`src/rtl/fetch_pkg.sv`:
```
// Shared types and constants for the instruction-fetch front end.
package fetch_pkg;

   typedef enum logic [1:0] {
      FETCH   = 2'd0,
      WAIT    = 2'd1,
      DISCARD = 2'd2
   } fetch_state_e;

   localparam int PC_STEP = 4;
   localparam int INSTR_W = 32;

endpackage

```
`src/rtl/fetch_fifo.sv`:
```
// Prefetch buffer: DEPTH entries of {pc, instr}, head visible combinationally,
// flush clears all entries in one cycle.
module fetch_fifo import fetch_pkg::*; #(
   parameter int DEPTH = 4,
   parameter int WIDTH = INSTR_W + 32,
   localparam int PTR_W = $clog2(DEPTH),
   localparam int CNT_W = PTR_W + 1
) (
   input  logic             clk,
   input  logic             rst_n,
   input  logic             push,
   input  logic             pop,
   input  logic             flush,
   input  logic [WIDTH-1:0] wdata,
   output logic [WIDTH-1:0] head,
   output logic [CNT_W-1:0] count
);

   logic [WIDTH-1:0] mem_q [DEPTH];
   logic [PTR_W-1:0] wr_ptr_q, rd_ptr_q;
   logic [CNT_W-1:0] count_q;
   logic             do_push, do_pop;

   assign do_pop  = pop && (count_q != '0);
   assign do_push = push && (count_q != CNT_W'(DEPTH));

   // Pointers are PTR_W bits wide and wrap naturally since DEPTH is a power of 2.
   always_ff @(posedge clk) begin
      if (!rst_n || flush) begin
         wr_ptr_q <= '0;
         rd_ptr_q <= '0;
         count_q  <= '0;
      end else begin
         if (do_push) wr_ptr_q <= wr_ptr_q + PTR_W'(1);
         if (do_pop)  rd_ptr_q <= rd_ptr_q + PTR_W'(1);
         count_q <= count_q + CNT_W'(do_push) - CNT_W'(do_pop);
      end
   end

   always_ff @(posedge clk) begin
      if (do_push) mem_q[wr_ptr_q] <= wdata;
   end

   assign head  = mem_q[rd_ptr_q];
   assign count = count_q;

endmodule

```
`src/rtl/instr_fetch.sv`:
```
// Instruction-fetch front end: PC, single-outstanding memory read, prefetch
// FIFO with valid/ready output and flushing PC redirect.
module instr_fetch import fetch_pkg::*; #(
   parameter int                ADDR_W   = 32,
   parameter int                DEPTH    = 4,
   parameter logic [ADDR_W-1:0] RESET_PC = '0
) (
   input  logic               clk,
   input  logic               rst_n,
   output logic               mem_req,
   output logic [ADDR_W-1:0]  mem_addr,
   input  logic               mem_rvalid,
   input  logic [INSTR_W-1:0] mem_rdata,
   output logic [INSTR_W-1:0] instr,
   output logic [ADDR_W-1:0]  instr_pc,
   output logic               instr_valid,
   input  logic               instr_ready,
   input  logic               redirect,
   input  logic [ADDR_W-1:0]  redirect_pc
);

   localparam int CNT_W   = $clog2(DEPTH) + 1;
   localparam int ENTRY_W = INSTR_W + ADDR_W;

   fetch_state_e       state_q, state_d;
   logic [ADDR_W-1:0]  fetch_pc_q, fetch_pc_d;
   logic [ADDR_W-1:0]  mem_addr_q, mem_addr_d;
   logic               mem_req_q, mem_req_d;
   logic               push, pop, can_issue;
   logic [ADDR_W-1:0]  redirect_aligned;
   logic [ENTRY_W-1:0] head;
   logic [CNT_W-1:0]   count;

   fetch_fifo #(
      .DEPTH (DEPTH),
      .WIDTH (ENTRY_W)
   ) u_fifo (
      .clk   (clk),
      .rst_n (rst_n),
      .push  (push),
      .pop   (pop),
      .flush (redirect),
      .wdata ({mem_addr_q, mem_rdata}),
      .head  (head),
      .count (count)
   );

   assign instr_valid      = (count != '0);
   assign instr            = instr_valid ? head[INSTR_W-1:0] : '0;
   assign instr_pc         = instr_valid ? head[ENTRY_W-1:INSTR_W] : '0;
   assign pop              = instr_valid && instr_ready && !redirect;
   assign can_issue        = (count < CNT_W'(DEPTH));
   assign redirect_aligned = redirect_pc & ~ADDR_W'(3);

   // mem_addr_q keeps the address of the outstanding request, so it doubles
   // as the PC tag pushed alongside the returned word.
   always_comb begin
      state_d    = state_q;
      fetch_pc_d = fetch_pc_q;
      mem_req_d  = 1'b0;
      mem_addr_d = mem_addr_q;
      push       = 1'b0;
      case (state_q)
         FETCH: begin
            if (!redirect && can_issue) begin
               mem_req_d  = 1'b1;
               mem_addr_d = fetch_pc_q;
               fetch_pc_d = fetch_pc_q + ADDR_W'(PC_STEP);
               state_d    = WAIT;
            end
         end
         WAIT: begin
            if (mem_rvalid) begin
               push    = !redirect;
               state_d = FETCH;
            end else if (redirect) begin
               state_d = DISCARD;
            end
         end
         DISCARD: begin
            if (mem_rvalid) state_d = FETCH;
         end
         default: state_d = FETCH;
      endcase
      if (redirect) fetch_pc_d = redirect_aligned;
   end

   always_ff @(posedge clk) begin
      if (!rst_n) begin
         state_q    <= FETCH;
         fetch_pc_q <= RESET_PC;
         mem_req_q  <= 1'b0;
         mem_addr_q <= RESET_PC;
      end else begin
         state_q    <= state_d;
         fetch_pc_q <= fetch_pc_d;
         mem_req_q  <= mem_req_d;
         mem_addr_q <= mem_addr_d;
      end
   end

   assign mem_req  = mem_req_q;
   assign mem_addr = mem_addr_q;

endmodule

```
`config.mk`:
```
export PLATFORM = sky130hd
export DESIGN_NAME = instr_fetch
export DESIGN_NICKNAME = d
export VERILOG_FILES = /design/src/rtl/fetch_pkg.sv /design/src/rtl/fetch_fifo.sv /design/src/rtl/instr_fetch.sv
export SDC_FILE = /design/constraint.sdc
export NUM_CORES = 1
export LEC_CHECK = 0
export CORE_UTILIZATION = 25
export CTS_CLUSTER_SIZE = 8
export DETAILED_ROUTE_END_ITERATION = 10
export HOLD_SLACK_MARGIN = 0.12
export PLACE_DENSITY = 0.46
export RECOVER_POWER = 50
export SETUP_SLACK_MARGIN = 0.1
export SLEW_MARGIN = 5
export SYNTH_ARGS = -nofsm -noshare
export SYNTH_HDL_FRONTEND = slang
export SYNTH_SLANG_ARGS = --single-unit
```
`constraint.sdc`:
```
create_clock -name clk -period 4.6 [get_ports clk]
set_input_delay 1.38 -clock clk [delete_from_list [all_inputs] [get_ports clk]]
set_output_delay 1.38 -clock clk [all_outputs]
set_load 0.005 [all_outputs]
```
# Word-level counts from Yosys, hierarchy flattened

Memory sizes are Yosys's and may differ from the RTL's. A register that Yosys moved wholly into a read port is not among the register bits.
Index checks and enable logic that the tools add are counted.

Bits of input ports: 69
Flip-flop bits (word level): 74
Output and inout port bits: 98
Memory bits (writable): 256
Memories: 1
Logic and storage cells: 56

Add/sub/neg operators: 5
Mux-type cells: 17
Magnitude comparators: 1
Bitwise logic cells: 1
Reductions and logical operators: 17
Eq/ne operators: 6

Memories:

| name         | words | bits a word | rd ports | clocked after Yosys merged registers in | wr ports | RTL line         | source |
|---|---|---|---|---|---|---|---|
| u_fifo.mem_q | 4     | 64          | 1        | 1                                       | 1        | fetch_fifo.sv:19 | `logic [WIDTH-1:0] mem_q [DEPTH];` |

Operators with widths:

| cell                                                                   | number |
|---|---|
| 32-bit 2-to-1 mux                                                      | 5 |
| 32-bit by 3-bit adder with 32-bit output (second input constant)       | 1 |
| 2-bit 2-to-1 mux                                                       | 6 |
| 3-bit inequality test (second input constant)                          | 2 |
| 2-bit one-hot mux with 3 select lines                                  | 1 |
| 2-bit AND reduction                                                    | 3 |
| 1-bit logical AND                                                      | 5 |
| 1-bit 2-to-1 mux                                                       | 5 |
| 2-bit by 1-bit adder with 2-bit output (second input constant)         | 2 |
| 2-bit inequality test (second input constant)                          | 2 |
| 2-bit nonzero test                                                     | 2 |
| 3-bit by 1-bit adder with 3-bit output                                 | 1 |
| 3-bit < comparator (second input constant)                             | 1 |
| 3-bit AND reduction                                                    | 1 |
| 3-bit nonzero test                                                     | 1 |
| 3-bit by 1-bit subtractor with 3-bit output                            | 1 |
| 2-bit by 1-bit equality test with 1-bit output (second input constant) | 1 |
| 2-bit equality test (second input constant)                            | 1 |
| 1-bit zero test                                                        | 2 |
| 2-bit zero test                                                        | 1 |
| 2-bit OR reduction                                                     | 1 |
| 1-bit logical OR                                                       | 1 |
| 1-bit inverter                                                         | 1 |

# Depth between registers and ports, before layout

Word-level depth: 6
Gate-level depth with buffers: 11

# Hierarchy

A second synthesis with hierarchy kept.

Cells, all modules: 826
Area, all modules: 13257.7 µm²

Modules (own cells, without submodules):

| module      | cells an instance | area each (µm²) | seq. area each (µm²) | instances |
|---|---|---|---|---|
| fetch_fifo  | 381               | 9780.6          | 7867.5               | 1 |
| instr_fetch | 445               | 3477.1          | 1261.2               | 1 |

# Least setup slack after synthesis

No wires, ideal clock.

Path kind: in2reg
From: input redirect
To: memory u_fifo.mem_q[1][0] (netlist name) (enable)
Arrival time: 3648 ps
Stages on the path: 5
Data required time: 4174 ps
Setup time: 426 ps
Slack: 526 ps
Buffers on the path: 1
Path through: clkbuf_1 clkinv_1 nand4b_1 a21oi_1 and2_1

Longest elaborated chain between the ends: 6

Ends and longest elaborated chain:

| what                                   | RTL line          | source |
|---|---|---|
| start, declared                        | instr_fetch.sv:18 | `input logic redirect,` |
| 1-bit zero test                        | instr_fetch.sv:74 | `push = !redirect;` |
| 1-bit 2-to-1 mux                       | instr_fetch.sv:73 | `if (mem_rvalid) begin` |
| 1-bit 2-to-1 mux                       | instr_fetch.sv:63 | `case (state_q)` |
| 1-bit logical AND                      | fetch_fifo.sv:25  | `assign do_push = push && (count_q != CNT_W'(DEPTH));` |
| named net u_fifo.do_push               | fetch_fifo.sv:22  | `logic do_push, do_pop;` |
| 1-bit 2-to-1 mux                       | fetch_fifo.sv:41  | `if (do_push) mem_q[wr_ptr_q] <= wdata;` |
| 1-bit 2-to-1 mux (not written as such) | fetch_fifo.sv:41  |  |
| end, declared                          | fetch_fifo.sv:19  |  |

The timed path passes the listed nets, and every way through them passes these cells.

==> results by group <==
Outcome
  • Status: complete, but fails checks
  • Violated checks: DRC

Timing
  • Post-Route Skew: 0.0115 ns
  • WHS: 0.501 ns
  • Slew margin rel.: 0.355
  • Final Critical Period: 4.00 ns
  • Fmax: 0.250 GHz
  • Final Cycle Share: 0.870
  • Final setup fails: 0
  • Final worst slack: 0.597 ns
  • Setup TNS: 0 ns
  • Worst Max-Slew Pin Slew: 0.968 ns
  • RSZ-0062 raised after global routing: false
  • Final hold vios: 0
  • Slew Limit Fails: 0

Layout
  • Synthesis-to-finish area growth: 30.0%
  • Ant. Diodes: 0
  • Final core utilization: 0.329
  • Final net count: 1048
  • Layout cells sized above 1: 0.148
  • Layout fillers: 4940
  • Post-Layout Cell Count: 1663

Floorplanning
  • Die Height: 227 microns
  • Initial core utilization: 0.253
  • # rows: 82
  • Core ar.: 50100 sq um
  • I/O pin cnt: 167
  • Die footprint: 51600 sq um
  • Die Wd: 227 microns

GRT
  • GRT overflow: 0
  • GRT Resource Usage Total: 0.122
  • First-pass GRT wire length: 46.5 mm
  • Vias in the first global route: 7432
  • Initial antenna violation count: 0
  • Largest net degree at the start of global routing: 53

Critical path
  • Req. time, crit path: 3.22 ns
  • Crit path kind: reg2out
  • Arrival @ worst endpoint: 2.62 ns
  • Startpoint Class: flop
  • Worst Setup End Kind: primary output
  • CP max FO: 14

Synthesis
  • #FFs+latches synth: 320
  • Ys flop type: edfxtp_1
  • Seq/Total Area, Yosys: 0.701
  • Number of library cell types mapped by synthesis: 44
  • Async set-reset flop share out of synthesis: 0
  • Cells after Synth: 786
  • Mapped cell area: 12700 sq um
  • Synthesis Warnings: 0
  • Post-synth EDFFs: 248
  • Post-Syn Area per Cell: 16.1 sq um

Route
  • # DRC: 1
  • Total number of vias: 7172
  • DR vias/cell: 4.31
  • Iteration-0 DRC Markers: 333
  • 1st-pass router iterations: 7
  • Final wirelength: 31.2 mm
  • WL/cell: 18.7 microns
  • Antenna Violating Nets Remaining: 0

Clocking
  • CTS buffer count: 46
  • CTS tree: done
  • Cts repair resizes: 0
  • H-Tree Level Count: 2
  • Longest Clk Path Bufs: 3
  • CTS clk-pin slew, worst paths: 0.05 ns
  • Worst-skew pair later-pin latency: 0.55 ns
  • CTS sink count: 320
  • Hold-fix buffer count after cts: 0
  • CTS Root Cell: clkbuf_16
  • Post-CTS setup repair buffer count: 0

Place
  • Placer Congestion: 0.756
  • Number of port buffers: 160
  • DP HPWL: 19.6 mm
  • Pre-CTS WS: 0.776 ns
  • DP Cell Count: 1595

Power
  • P per Cell Area: 394 nW/um^2
  • Leak: 5.14 nW
  • VDD IR-drop max: 0.221 mV

Min path
  • Hold crit path type: reg2reg

Run
  • Max cap viols: 0
==> metal layers <==
layer | global-route usage | up-vias | routed length [microns]
met5 | 0 | - | 0
met4 | 0.0385 | 0 | 678
met3 | 0.0280 | 47 | 1350
met2 | 0.195 | 162 | 14700
met1 | 0.163 | 3624 | 14400
li1 | - | 3339 | -
==> sequential cells by signal, summed over array words and instances (netlist names), named ones only <==
signal,flops
u_fifo.rd_ptr_q,2
mem_addr,30
fetch_pc_q,30
u_fifo.count,3
u_fifo.wr_ptr_q,2
u_fifo.mem_q,248
state_q,2
mem_req,1
==> per-stage QoR <==
stage | power (mW) | area [sq um]
3_5_place_dp | 3.52 | 15200
5_1_grt | 6.73 | 16500
2_1_floorplan | 3.36 | 12700
4_1_cts | 6.62 | 16500
6_report | 6.48 | 16500
3_3_place_gp | 3.52 | 15200
==> synth_stat cells (2+ instances only) <==
master | count | area, sq um
a21boi_0 | 30 | 225
a21oi_1 | 19 | 95.1
and2_1 | 7 | 43.8
and3_1 | 5 | 31.3
and4_1 | 4 | 35.0
buf_1 | 3 | 11.3
buf_2 | 4 | 20.0
buf_4 | 4 | 30.0
buf_6 | 2 | 22.5
clkbuf_1 | 35 | 131
dfxtp_1 | 72 | 1440
edfxtp_1 | 248 | 7450
ha_1 | 7 | 87.6
inv_1 | 6 | 22.5
mux2i_1 | 2 | 20.0
mux4_2 | 62 | 1400
nand2_1 | 77 | 289
nand2b_1 | 3 | 18.8
nand3_1 | 11 | 55.1
nand4_1 | 16 | 100
nor2_1 | 13 | 48.8
nor2b_1 | 64 | 400
nor3_1 | 8 | 40.0
nor3b_1 | 2 | 15.0
nor4_1 | 5 | 31.3
o211a_1 | 6 | 60.1
o21ai_0 | 25 | 125
xnor2_1 | 14 | 123
xor2_1 | 17 | 149
==> cells in the final DEF, fill, tap and decap left out, types with 4 or more instances in the layout <==
cell type / count
edfxtp_1: 248
nand3_1: 11
nor3_1: 7
nand4_1: 16
xnor2_1: 14
o21ai_0: 25
buf_4: 7
ha_1: 7
nor4_1: 4
xor2_1: 17
and3_1: 5
buf_12: 10
inv_1: 6
a21oi_1: 19
nor2b_1: 64
clkbuf_1: 20
dlygate4sd3_1: 34
dfxtp_1: 70
nor2_1: 13
mux4_2: 62
nand2_1: 77
o211a_1: 6
clkbuf_16: 47
conb_1: 4
a21boi_0: 30
and4_1: 4
clkdlybuf4s50_1: 125
==> critical path, cell delays in order, from the launching register on <==
cell	delay (ns)
dfxtp_4	0.57
buf_4	0.32
mux4_2	0.52
nor2b_1	0.17
clkdlybuf4s50_1	0.48
==> area by class of cell <==
cell class	instances	area, sq um	area share
well taps	672	841	0.0510
repair buffers	182	1870	0.114
clock buffers	66	1260	0.0763
flip-flops and latches	320	8900	0.540
clock inverters	2	13.8	0.000835
multi-input cells	414	3570	0.217
inverters	7	26.3	0.00159
==> report_power, final <==
group          leakage, nW  switching [mW]  total, mW  internal [mW]
Clock                0.616            1.17       3.03           1.86
Combinational         1.72           0.114      0.243          0.130
Sequential            2.81          0.0579       3.21           3.16
==> final timing paths <==
path | start | end | slack (ns) | depth (start not counted)
min reg2reg | fetch_pc_q[9] | mem_addr[9] | 0.50 | 2
max | flop | instr[3] | 0.60 | 4
max reg2reg | u_fifo.count[2] | u_fifo.count[2] | 1.74 | 11
min | fetch_pc_q[9] | mem_addr[9] | 0.50 | 2
==> logic make-up (layout without fill, tap and decap cells) <==
| kind of cell | after synthesis | after routing | share of synthesized area |
|---|---|---|---|
| AOI/OAI and AO/OA | 85 | 85 | 0.0434 |
| xor gates and xnor gates | 31 | 31 | 0.0214 |
| adders and majority gates | 8 | 8 | 0.00849 |
| buffers and inverters | 55 | 257 | 0.0191 |
| DFF | 320 | 320 | 0.701 |
| muxes | 65 | 65 | 0.113 |
| other | 1 | 4 | 0.000296 |
| and+or+nand+nor | 221 | 221 | 0.0933 |
No activity file was read; power rests on OpenSTA's default activity.
